## config.mk

```make
export PLATFORM = sky130hd
export DESIGN_NAME = vga_mode_ctrl
export DESIGN_NICKNAME = d
export VERILOG_FILES = /design/src/rtl/vga_pkg.sv /design/src/rtl/vga_mode_ctrl.sv
export SDC_FILE = /design/constraint.sdc
export NUM_CORES = 1
export LEC_CHECK = 0
export BUFFER_PORTS_ARGS = -buffer_cell sky130_fd_sc_hd__buf_2
export CAP_MARGIN = 20
export CORE_UTILIZATION = 52
export DETAILED_ROUTE_END_ITERATION = 8
export PLACE_DENSITY = 0.8
export SKIP_CTS_REPAIR_TIMING = 1
export SYNTH_ARGS = -nofsm -noshare
export SYNTH_HDL_FRONTEND = slang
export SYNTH_SLANG_ARGS = --single-unit
```

## constraint.sdc

```tcl
create_clock -name aclk -period 4.37 [get_ports aclk]
set_input_delay 0.6555 -clock aclk [delete_from_list [all_inputs] [get_ports aclk]]
set_output_delay 0.6555 -clock aclk [all_outputs]
set_load 0.05 [all_outputs]
```

## src/rtl/vga_pkg.sv

```systemverilog
// Shared types, mode timing table and write-list helpers for the VGA mode sequencer.
package vga_pkg;

  typedef enum logic [1:0] {
    ST_IDLE,
    ST_WRITE,
    ST_RESP
  } state_e;

  typedef struct packed {
    logic [15:0] h_res;
    logic [15:0] h_front_porch;
    logic [15:0] h_sync_pulse;
    logic [15:0] h_back_porch;
    logic [15:0] v_res;
    logic [15:0] v_front_porch;
    logic [15:0] v_sync_pulse;
    logic [15:0] v_back_porch;
  } vga_timing_t;

  localparam vga_timing_t VGA_MODES [4] = '{
    '{16'd640,  16'd16,  16'd96,  16'd48,  16'd480, 16'd10, 16'd2, 16'd33},
    '{16'd800,  16'd40,  16'd128, 16'd88,  16'd600, 16'd1,  16'd4, 16'd23},
    '{16'd1024, 16'd24,  16'd136, 16'd160, 16'd768, 16'd3,  16'd6, 16'd29},
    '{16'd1280, 16'd110, 16'd40,  16'd220, 16'd720, 16'd5,  16'd5, 16'd20}
  };

  localparam logic [3:0] REG_H_RES         = 4'd0;
  localparam logic [3:0] REG_H_FRONT_PORCH = 4'd1;
  localparam logic [3:0] REG_H_SYNC_PULSE  = 4'd2;
  localparam logic [3:0] REG_H_BACK_PORCH  = 4'd3;
  localparam logic [3:0] REG_V_RES         = 4'd4;
  localparam logic [3:0] REG_V_FRONT_PORCH = 4'd5;
  localparam logic [3:0] REG_V_SYNC_PULSE  = 4'd6;
  localparam logic [3:0] REG_V_BACK_PORCH  = 4'd7;
  localparam logic [3:0] REG_INIT          = 4'd8;

  localparam logic [1:0] AXI_RESP_OKAY = 2'b00;
  localparam logic [3:0] LAST_K        = 4'd9;

  // Step 0 and the final step both target init; steps 1..8 walk regs 0..7.
  function automatic logic [3:0] write_reg(input logic [3:0] k);
    if (k == 4'd0 || k >= LAST_K) return REG_INIT;
    return k - 4'd1;
  endfunction

  function automatic logic [15:0] write_data(input logic [1:0] mode, input logic [3:0] k);
    vga_timing_t t;
    logic [15:0] d;
    t = VGA_MODES[mode];
    d = '0;
    case (write_reg(k))
      REG_H_RES:         d = t.h_res;
      REG_H_FRONT_PORCH: d = t.h_front_porch;
      REG_H_SYNC_PULSE:  d = t.h_sync_pulse;
      REG_H_BACK_PORCH:  d = t.h_back_porch;
      REG_V_RES:         d = t.v_res;
      REG_V_FRONT_PORCH: d = t.v_front_porch;
      REG_V_SYNC_PULSE:  d = t.v_sync_pulse;
      REG_V_BACK_PORCH:  d = t.v_back_porch;
      REG_INIT:          d = (k == 4'd0) ? 16'd0 : 16'd1;
      default:           d = '0;
    endcase
    return d;
  endfunction

endpackage

```

## src/rtl/vga_mode_ctrl.sv

```systemverilog
// Video-mode sequencer: programs init=0, the eight timing registers, then init=1
// over an AXI4-Lite write-only master, reporting completion or abort.
module vga_mode_ctrl
  import vga_pkg::*;
#(
  parameter logic [11:0] BASE_ADDR = 12'h000
) (
  input  logic        aclk,
  input  logic        aresetn,
  input  logic        req_valid,
  output logic        req_ready,
  input  logic [1:0]  req_mode,
  output logic        done,
  output logic        err,
  output logic [1:0]  cur_mode,
  output logic        cfg_valid,
  output logic        m_awvalid,
  input  logic        m_awready,
  output logic [11:0] m_awaddr,
  output logic        m_wvalid,
  input  logic        m_wready,
  output logic [31:0] m_wdata,
  output logic [3:0]  m_wstrb,
  input  logic        m_bvalid,
  output logic        m_bready,
  input  logic [1:0]  m_bresp
);

  state_e      state_q, state_d;
  logic [3:0]  k_q, k_d;
  logic [1:0]  mode_q, mode_d;
  logic        aw_done_q, aw_done_d, w_done_q, w_done_d;
  logic        awvalid_q, awvalid_d, wvalid_q, wvalid_d, bready_q, bready_d;
  logic [11:0] awaddr_q, awaddr_d;
  logic [31:0] wdata_q, wdata_d;
  logic [3:0]  wstrb_q, wstrb_d;
  logic        done_q, done_d, err_q, err_d, cfg_valid_q, cfg_valid_d;
  logic [1:0]  cur_mode_q, cur_mode_d;

  logic        aw_hs, w_hs, load;
  logic [3:0]  load_k;
  logic [1:0]  load_mode;

  always_ff @(posedge aclk or negedge aresetn) begin
    if (!aresetn) begin
      state_q     <= ST_IDLE;
      k_q         <= '0;
      mode_q      <= '0;
      aw_done_q   <= 1'b0;
      w_done_q    <= 1'b0;
      awvalid_q   <= 1'b0;
      wvalid_q    <= 1'b0;
      bready_q    <= 1'b0;
      awaddr_q    <= '0;
      wdata_q     <= '0;
      wstrb_q     <= '0;
      done_q      <= 1'b0;
      err_q       <= 1'b0;
      cfg_valid_q <= 1'b0;
      cur_mode_q  <= '0;
    end else begin
      state_q     <= state_d;
      k_q         <= k_d;
      mode_q      <= mode_d;
      aw_done_q   <= aw_done_d;
      w_done_q    <= w_done_d;
      awvalid_q   <= awvalid_d;
      wvalid_q    <= wvalid_d;
      bready_q    <= bready_d;
      awaddr_q    <= awaddr_d;
      wdata_q     <= wdata_d;
      wstrb_q     <= wstrb_d;
      done_q      <= done_d;
      err_q       <= err_d;
      cfg_valid_q <= cfg_valid_d;
      cur_mode_q  <= cur_mode_d;
    end
  end

  always_comb begin
    state_d     = state_q;
    k_d         = k_q;
    mode_d      = mode_q;
    aw_done_d   = aw_done_q;
    w_done_d    = w_done_q;
    awvalid_d   = awvalid_q;
    wvalid_d    = wvalid_q;
    bready_d    = bready_q;
    awaddr_d    = awaddr_q;
    wdata_d     = wdata_q;
    wstrb_d     = wstrb_q;
    done_d      = 1'b0;
    err_d       = err_q;
    cfg_valid_d = cfg_valid_q;
    cur_mode_d  = cur_mode_q;
    load        = 1'b0;
    load_k      = k_q;
    load_mode   = mode_q;
    aw_hs       = awvalid_q && m_awready;
    w_hs        = wvalid_q && m_wready;

    unique case (state_q)
      ST_IDLE: begin
        if (req_valid) begin
          mode_d      = req_mode;
          k_d         = '0;
          cfg_valid_d = 1'b0;
          state_d     = ST_WRITE;
          load        = 1'b1;
          load_k      = '0;
          load_mode   = req_mode;
        end
      end
      ST_WRITE: begin
        if (aw_hs) begin
          awvalid_d = 1'b0;
          aw_done_d = 1'b1;
        end
        if (w_hs) begin
          wvalid_d = 1'b0;
          w_done_d = 1'b1;
        end
        // Either channel may finish first; the current-cycle handshake counts too.
        if ((aw_done_q || aw_hs) && (w_done_q || w_hs)) begin
          aw_done_d = 1'b0;
          w_done_d  = 1'b0;
          bready_d  = 1'b1;
          state_d   = ST_RESP;
        end
      end
      ST_RESP: begin
        if (m_bvalid) begin
          bready_d = 1'b0;
          if (m_bresp != AXI_RESP_OKAY) begin
            done_d  = 1'b1;
            err_d   = 1'b1;
            state_d = ST_IDLE;
          end else if (k_q == LAST_K) begin
            done_d      = 1'b1;
            err_d       = 1'b0;
            cur_mode_d  = mode_q;
            cfg_valid_d = 1'b1;
            state_d     = ST_IDLE;
          end else begin
            k_d     = k_q + 4'd1;
            state_d = ST_WRITE;
            load    = 1'b1;
            load_k  = k_q + 4'd1;
          end
        end
      end
      default: state_d = ST_IDLE;
    endcase

    if (load) begin
      awvalid_d = 1'b1;
      wvalid_d  = 1'b1;
      awaddr_d  = BASE_ADDR + {6'd0, write_reg(load_k), 2'b00};
      wdata_d   = {16'd0, write_data(load_mode, load_k)};
      wstrb_d   = 4'hF;
    end
  end

  assign req_ready = (state_q == ST_IDLE);
  assign done      = done_q;
  assign err       = err_q;
  assign cur_mode  = cur_mode_q;
  assign cfg_valid = cfg_valid_q;
  assign m_awvalid = awvalid_q;
  assign m_awaddr  = awaddr_q;
  assign m_wvalid  = wvalid_q;
  assign m_wdata   = wdata_q;
  assign m_wstrb   = wstrb_q;
  assign m_bready  = bready_q;

endmodule

```

Word level (Yosys, flattened, before mapping)
Cells that the tools add are included.
{ "classes": {"n_addsub": 2, "order_cmp": 2, "eq_ne": 16, "n_mux": 52, "bitwise": 2, "n_reduce_logical": 27} }
{ "op_table": {"columns": ["op", "count"], "rows": [
  ["$bmux W128 S2", 1],
  ["$mux W128", 2],
  ["$pmux W16 S9", 1],
  ["$mux W1", 31],
  ["$mux W4", 7],
  ["$reduce_bool A2 Y1", 9],
  ["$eq A4 B3 Y1 const B", 4],
  ["$mux W2", 5],
  ["$ne A2 B2 Y1 const B", 5],
  ["$reduce_and A3 Y1", 3],
  ["$eq A4 B2 Y1 const B", 2],
  ["$eq A4 B4 Y1 const B", 2],
  ["$logic_not A4 Y1", 2],
  ["$pmux W4 S2", 1],
  ["$reduce_and A2 Y1", 4],
  ["$pmux W1 S2", 3],
  ["$pmux W2 S3", 1],
  ["$reduce_and A5 Y1", 1],
  ["$add A4 B1 Y4 const B", 1],
  ["$eq A4 B1 Y1 const B", 1],
  ["$ge A4 B4 Y1 const B", 1],
  ["$reduce_and A4 Y1", 1],
  ["$sub A4 B1 Y4 const B", 1],
  ["$ge A3 B3 Y1 const B", 1],
  ["other kinds (7)", 11]
]} }
{ "totals": {"register_bits": 39, "input_bits": 10, "word_cells": 116} }

Logic depth before layout (Yosys ltp)
Gate-level depths: netlist (run 1).
{ "logic_depth": {"word_depth": 13, "depth_mapped": 14, "mapped_depth_nobuf": 13} }

Least setup slack after synthesis (run 1)
OpenSTA, ideal clock, no wires.
{ "synth_path": {"path_kind": "input-to-reg", "start": "input port m_bresp[1]", "end": "register wdata_q[4] (netlist: m_wdata[4])", "setup_ns": 0.121, "arrival_ns": 3.471, "path_slack_ns": 0.778, "cell_stages": 12, "cell_sequence": "or3b_4 > o311ai_0 > o21a_1 > clkbuf_8 > clkinv_1 > clkbuf_1 > ha_1 > a31oi_2 > mux2i_1 > or3_1 > a32o_1 > a22o_1"} }
{ "synth_between": {"elab_chain_cells": 12} }
{ "synth_lines": {"columns": ["element", "line", "text"], "rows": [
  ["start: declaration", "vga_mode_ctrl.sv:26", "input logic [1:0] m_bresp"],
  ["$reduce_bool A2 Y1 (*)", "vga_mode_ctrl.sv:134", "if (m_bresp != AXI_RESP_OKAY) begin"],
  ["$mux W4 (*) (2 in a row)", null, null],
  ["$pmux W4 S2 (*)", null, null],
  ["net k_d[0]", "vga_mode_ctrl.sv:30", "logic [3:0] k_q, k_d;"],
  ["$ge A4 B4 Y1 / $logic_not A4 Y1 (equally long branches)", "vga_pkg.sv:43", "if (k == 4'd0 || k >= LAST_K) return REG_INIT;"],
  ["$logic_or A1 B1 Y1", "vga_pkg.sv:43", null],
  ["$mux W1", "vga_pkg.sv:43", null],
  ["$mux W1", "vga_mode_ctrl.sv:155", "if (load) begin"],
  ["$mux W4 (*)", "vga_pkg.sv:44", "return k - 4'd1;"],
  ["$mux W4 (*)", null, null],
  ["$eq A4 B4 Y1, or another cell as far along", "vga_pkg.sv:52", "case (write_reg(k))"],
  ["$pmux W16 S9 (*)", "vga_pkg.sv:52", null],
  ["end signal: assignment", "vga_mode_ctrl.sv:71", "wdata_q <= wdata_d;"],
  ["end: declaration", "vga_mode_ctrl.sv:35", "logic [31:0] wdata_q, wdata_d;"]
]} }
Mark *: on every way through the listed nets, which the timed path passes. The rest lies on a longest branch. The select of a mux whose other input is x is not followed.
A chain may end at the register's enable or synchronous reset.

Worst setup path in the final report (run 1)
{ "layout_path": {"start": "register k_q[1]", "end": "register wdata_q[4] (netlist: m_wdata[4])"} }
{ "layout_between": {"elab_chain_cells": 13} }
{ "layout_lines": {"columns": ["element", "line", "text"], "rows": [
  ["start: declaration", "vga_mode_ctrl.sv:30", null],
  ["start signal: assignment", "vga_mode_ctrl.sv:63", "k_q <= k_d;"],
  ["$add A4 B1 Y4 / $eq A4 B4 Y1 (equally long branches)", "vga_mode_ctrl.sv:148, vga_mode_ctrl.sv:138", null],
  ["$mux W4 (3 in a row)", null, null],
  ["$pmux W4 S2", null, null],
  ["$ge A4 B4 Y1 / $logic_not A4 Y1 (equally long branches)", "vga_pkg.sv:43", null],
  ["$logic_or A1 B1 Y1", "vga_pkg.sv:43", null],
  ["$mux W1", "vga_pkg.sv:43", null],
  ["$mux W1", "vga_mode_ctrl.sv:155", null],
  ["$mux W4", "vga_pkg.sv:44", null],
  ["$mux W4", null, null],
  ["$eq A4 B4 Y1, or another cell as far along", "vga_pkg.sv:52", null],
  ["$pmux W16 S9", "vga_pkg.sv:52", null]
]} }
Parallel ways exist; a longest one is shown, timed or not. The select of a mux whose other input is x is not followed.

==> reports/qor.yml, run 1 <==
run_status:
  status: "complete, no violations"
hold_path:
  hp-class: "in2async"
power_and_ir_drop:
  clkPwrFrac_pct: 16.3
  p_comb_share_pct: 55.6
  power.density_mw_per_mm2: 642
  p_leak_nw: 1.26
  sw_frac_of_total_pct: 50.4
  power.net_switching_uw: 834
  power_frac_seq_pct: 28.1
  ir_drop_v: 0.000277
  intPower_uw: 822
timing:
  min_period_ns: 3.58
  worstMarginPinSlew_ns: 0.745
  setup_viol: 0
  finalCritPeriodShare_pct: 81.9
  drv_slew: 0
  fin_setup_tns_ns: 0
  relSlewSlack_pct: 50.4
  fmax_mhz: 279
  clock-skew-final_ns: 0.00495
  rsz0062_at_grt: "no"
  hold_viol_final: 0
final_layout:
  final_util_pct: 58.8
  fin_nets: 320
  multi_input_area_mm2: 0.00127
  seq_area_um2: 851
  n_fill_cell: 429
  syn_to_final_growth_pct: 8.58
  layout_common_cells: "37 x buf_2, 34 x dfrtp_1, 29 x conb_1"
  n_antenna_cell: 0
  layout-drive-gt1-share_pct: 22.5
  mostFrequentLayoutCell: "buf_2"
worst_setup_path:
  crit_slowest_cell: "dfrtp_1"
  start_kind: "flop"
  rr_endpoint: "m_wdata[4]$_DFFE_PN0P_"
  worstPathArrival_ns: 3.75
  cp_data_required_time_ns: 4.54
  path_cells: "inv_1 > ha_1 > and3b_1 > o311ai_0 > o21a_1 > ha_1 > inv_1 > a2111oi_4 > mux2i_1 > or3_1 > a32o_1 > a22o_1"
  endpoint_kind: "flop"
  ff2ff_path_depth: 12
  critPathKind: "reg2reg"
  cpPeakStageDelay_ns: 0.47
  ff2ff_setup_slack_ns: 0.79
  cp_max_fo: 9
  worstSetupStartpoint: "k_q[1]$_DFF_PN0_"
  r2r-start: "k_q[1]$_DFF_PN0_"
detailed_routing:
  ant_nets: 0
  vias: 2003
  first_pass_iters: 4
  drt_iter0_markers: 176
  routed_wirelength_mm: 5.10
  post_drt_wl_per_cell_um: 14.4
  drc: 0
  via_per_inst: 5.66
synth:
  yosysWarnings: 0
  synth-edff-count: 0
  avgSynthCellArea_um2: 9.07
  ys_ff_latch: 34
  yosysSeqAreaShare_pct: 35.8
  synthXorXnorAreaFrac_pct: 0.369
  synthSimpleGateAreaFrac_pct: 19.1
  ys.flop_type: "dfrtp_1"
  muxShareOfSynthArea_pct: 3.53
  synth_top_family_by_area: "compound AO/OA/AOI/OAI gates"
  synth_compound_area_share_pct: 21.2
  netlist_area_mm2: 0.00238
  ys_types: 62
  syn_inst: 262
  synthAdderAreaFrac_pct: 4.74
  synthArstFlopShare_pct: 100
job:
  maxCapViolCount: 0
floorplanning:
  die_h_um: 69.6
  core-area_mm2: 0.00438
  die_x_um: 69.6
  fp.dieArea_mm2: 0.00484
  initial_utilization_pct: 54.2
  io_pins: 67
  fp-row-count: 24
grt:
  first_global_vias: 1815
  grt_antenna_before_repair: 0
  grt_pass1_wl_mm: 8.51
  grt_use_total_pct: 21.7
  overflow: 0
  grt_max_degree: 35
placement:
  place.gp.congestion: 0.935
  port_buffers: 37
  dp_hpwl_mm: 3.74
clock_network:
  cts_tree: "built"
  ctsHtreeMaxLevel: 2
  clkLatencyLatePin_ns: 0.28
  cts_buffers: 5
  clk_pin_slew_ns: 0.07
  clockBufferDepth: 2
  cts-root-buf: "clkbuf_8"
  clkSinkCount: 34
stage by stage:
step | instance area, µm² | power, mW | hold WS (ns) | std cells | worst slack [ns]
finish | 2580 | 1.66 | 0.428 | 354 | 0.792
global route | 2580 | 1.76 | 0.507 | 354 | 0.562
CTS | 2580 | 1.66 | 0.466 | 354 | 0.818
detailed placement | 2470 | 1.38 | 0.451 | 346 | 0.520
global placement | 2470 | 1.38 | 0.452 | 346 | 0.631
floorplan | 2480 | 1.21 | 0.360 | 290 | 0.778
cells in the mapped netlist, types with 4 or more instances:
master	instances	area share (%)
o21ai_0	7	1.5
nand4_1	4	1.1
mux2i_1	5	2.1
a21oi_1	9	1.9
dfrtp_1	34	36
buf_4	32	10
nand2_1	27	4.3
clkbuf_8	4	2.3
nor2_1	23	3.6
nand3_1	14	2.9
ha_1	9	4.7
a31oi_1	7	1.8
a211oi_1	4	1.3
inv_1	12	1.9
o211ai_1	5	1.6
per-layer routing:
metal,track usage [%],part of all wire (%)
met1,30.0,46
met4,5.90,1.7
met2,34.4,46
met5,0,0
met3,4.51,6.5
power by group through the flow:
stage               clock network, mW  logic, mW  registers, mW
floorplan                           0      0.565          0.640
global placement                    0      0.913          0.465
detailed placement                  0      0.909          0.472
CTS                             0.276      0.915          0.465
global route                    0.291      0.991          0.479
finish                          0.270      0.921          0.465
layout make-up:
class | count | share of cell area [%]
multi-input cells | 203 | 49.3
repair buffers | 43 | 8.92
well taps | 52 | 2.52
flip-flops and latches | 34 | 33.0
inverters | 14 | 2.04
clock buffers | 8 | 4.27
worst max-delay path by stage:
| stage | cells past startpoint | slack, ns | to |
|---|---|---|---|
| floorplan | 12 | 0.78 | m_wdata[4]$_DFFE_PN0P_ |
| global placement | 11 | 0.63 | m_wdata[4]$_DFFE_PN0P_ |
| detailed placement | 11 | 0.52 | m_wdata[4]$_DFFE_PN0P_ |
| CTS | 11 | 0.82 | m_wdata[4]$_DFFE_PN0P_ |
| global route | 11 | 0.56 | m_wdata[4]$_DFFE_PN0P_ |
| finish | 12 | 0.79 | m_wdata[4]$_DFFE_PN0P_ |
cells by family (layout without fill, tap and decap cells):
group           count (synthesis)  in the layout
flops                          34             34
other cells                     1             29
fa+ha+maj                       9              9
mux                             8              8
buf+inv                        53             65
simple gates                   91             91
compound gates                 65             65
xor+xnor                        1              1
state kept, by name, indices dropped and copies added (netlist names):
signal and count:
err 1, state_q 2, done 1, aw_done_q 1, m_wstrb 1, mode_q 2
w_done_q 1, m_wdata 11, m_wvalid 1, m_bready 1, k_q 4, cfg_valid 1
m_awvalid 1, cur_mode 2, m_awaddr 4
critical path, delay by kind of cell (launching register included):
family | cells | cell delay (ns)
AOI/OAI and AO/OA | 5 | 1.46
adders and majority gates | 2 | 0.49
buffers and inverters | 2 | 0.21
DFF | 1 | 0.47
muxes | 1 | 0.26
and+or+nand+nor | 2 | 0.59
Note: power is estimated with default switching activity, not from simulation.
==> run 2, diff against run 1 <==
CORE_UTILIZATION = 47   (was 52)
PLACE_DENSITY = 0.76   (was 0.8)
clock period = 3.2 ns   (was 4.37 ns; I/O delays follow)
==> run 2 against run 1 <==
  * Critical path depth decreased by 1
  * First-iteration DRC count increased by 11%
  * Maximum frequency increased by 22%
  * Global-route usage increased by 0.12 points
  * Wire length increased by 5.5%
  * Largest cell class unchanged
  * Largest power group unchanged
  * Sequential share of layout area decreased by 1.3 points
  * Highest routed layer unchanged
  * Core utilization decreased by 2.7 points
  * Total power increased by 37%
  * Worst hold slack got worse by 0.15 ns
  * Clock-buffer cell count decreased by 2
==> reports/qor.yml, run 2 (synthesis results as in run 1) <==
run_status:
  status: "complete, no violations"
final_layout:
  mostFrequentLayoutCell: "buf_2"
  final_util_pct: 56.2  # -2.7 points
  fin_cells: 380  # +7.3%
  fin_nets: 333  # +4.1%
  multi_input_area_mm2: 0.00129  # +1.4%
  n_antenna_cell: 0  # unchanged
  syn_to_final_growth_pct: 13.1
  seq_area_um2: 851  # unchanged
  largest_reg_flops: 11  # unchanged
  layout-drive-gt1-share_pct: 26.2  # +3.7 points
  n_fill_cell: 480  # +12%
  layout_common_cells: "37 x buf_2, 34 x dfrtp_1, 29 x conb_1"
grt:
  grt_pass1_wl_mm: 8.90  # +4.6%
  grt_use_total_pct: 21.8  # +0.12 points
  grt_antenna_before_repair: 0  # unchanged
  first_global_vias: 1855  # +2.2%
  grt_max_degree: 35  # unchanged
  overflow: 0  # unchanged
job:
  maxCapViolCount: 0  # unchanged
timing:
  finalCritPeriodShare_pct: 91.7  # +9.8 points
  drv_slew: 0  # unchanged
  hold_viol_final: 0  # unchanged
  setup_viol: 0  # unchanged
  rsz0062_at_grt: "no"
  relSlewSlack_pct: 47.9  # -2.5 points
  clock-skew-final_ns: 0.00355  # -0.00139 ns
  fin_setup_tns_ns: 0  # unchanged
  worstMarginPinSlew_ns: 0.782  # +0.0370 ns
  fmax_mhz: 341  # +22%
  min_period_ns: 2.93  # -0.643 ns
placement:
  dp_hpwl_mm: 4.17  # +12%
  placed_cells: 374  # +8.1%
  place.gp.congestion: 0.891  # -4.7%
  port_buffers: 37  # unchanged
power_and_ir_drop:
  p_leak_nw: 1.31  # +3.8%
  power.density_mw_per_mm2: 846  # +32%
  ir_drop_v: 0.000400  # +45%
worst_setup_path:
  cpPeakStageDelay_ns: 0.38  # -0.09 ns
  path_cells: "ha_1 > and3b_1 > o311ai_1 > o21a_1 > ha_1 > inv_1 > a2111oi_4 > mux2i_2 > or3_1 > a32o_1 > a22o_1"
  worstPathArrival_ns: 3.10  # -0.65 ns
  cp_data_required_time_ns: 3.37  # -1.17 ns
  critPathKind: "reg2reg"
  crit_top_cell: "ha_1"
  cp_max_fo: 4  # -5
  crit_slowest_cell: "dfrtp_1"
  endpoint_kind: "flop"
  start_kind: "flop"
detailed_routing:
  routed_wirelength_mm: 5.38  # +5.5%
  via_per_inst: 5.31  # -6.1%
  first_pass_iters: 5  # +1
  drt_iter0_markers: 195  # +11%
  ant_nets: 0  # unchanged
  post_drt_wl_per_cell_um: 14.2  # -1.7%
  drc: 0  # unchanged
  vias: 2018  # +0.75%
clock_network:
  cts_tree: "built"
  clockBufferDepth: 2  # unchanged
  cts-root-buf: "clkbuf_8"
  cts_buffers: 5  # unchanged
  clk_pin_slew_ns: 0.06  # about the same
  clkSinkCount: 34  # unchanged
  ctsHtreeMaxLevel: 2  # unchanged
  clkLatencyLatePin_ns: 0.28  # about the same
floorplanning:
  fp-row-count: 25  # +4.2%
  core-area_mm2: 0.00479  # +9.2%
  die_h_um: 73.1  # +5.0%
  fp.dieArea_mm2: 0.00534  # +10%
  initial_utilization_pct: 49.6  # -4.5 points
  die_x_um: 73.1  # +5.0%
  io_pins: 67  # unchanged
hold_path:
  hp-class: "in2async"
[run 2: critical path, delay by kind of cell, from the launching register on]
family	cells	cell delay, ns
DFF	1	0.38
muxes	1	0.15
and+or+nand+nor	2	0.57
AOI/OAI and AO/OA	5	1.21
buffers and inverters	1	0.08
adders and majority gates	2	0.42
[run 2: per-stage QoR]
step | instance area, µm² | total power, mW | hold WS, ns | setup WS (ns)
floorplan | 2500 | 1.66 | 0.184 | 0.0427
detailed placement | 2610 | 1.97 | 0.452 | 0.0710
CTS | 2690 | 2.28 | 0.293 | 0.281
global placement | 2610 | 1.96 | 0.449 | 0.133
finish | 2690 | 2.27 | 0.282 | 0.266
global route | 2690 | 2.44 | 0.327 | 0.0543
[run 2: routing by layer]
metal / routed length (µm) / track usage (%) / vias up / part of all wire [%]
met5: 0 / 0 / - / 0
met3: 328 / 4.28 / 6 / 6.1
met2: 2540 / 36.9 / 85 / 47
met1: 2480 / 28.2 / 941 / 46
li1: - / - / 986 / -
met4: 35 / 5.88 / 0 / 0.65
[run 2: final timing paths]
kind / from / end / slack [ns] / cells past startpoint
setup / recovery: k_q[0]$_DFF_PN0_ / m_wdata[4]$_DFFE_PN0P_ / 0.27 / 11
hold / removal: aresetn / state_q[1]$_DFFE_PN0P_ / 0.28 / 1
setup reg to reg: k_q[0]$_DFF_PN0_ / m_wdata[4]$_DFFE_PN0P_ / 0.27 / 11
hold reg to reg: m_awaddr[2]$_DFFE_PN0P_ / m_awaddr[2]$_DFFE_PN0P_ / 0.46 / 2
max in group asynchronous: aresetn / m_wdata[9]$_DFFE_PN0P_ / 2.43 / 1
min in group aclk: m_bvalid / state_q[1]$_DFFE_PN0P_ / 0.44 / 2
[run 2: power breakdown]
part	total, mW	leakage, nW	switching, mW	internal [mW]
Sequential	0.625	0.433	0.0785	0.547
Clock	0.304	0.0431	0.139	0.166
Combinational	1.35	0.832	0.930	0.416
[run 2: layout make-up]
cell class / instances / area share, %
clock buffer: 6 / 3.07
tap: 67 / 3.12
sequential: 34 / 31.7
multi-input combinational: 203 / 48.0
inverter: 14 / 2.00
timing repair buffer: 56 / 12.2
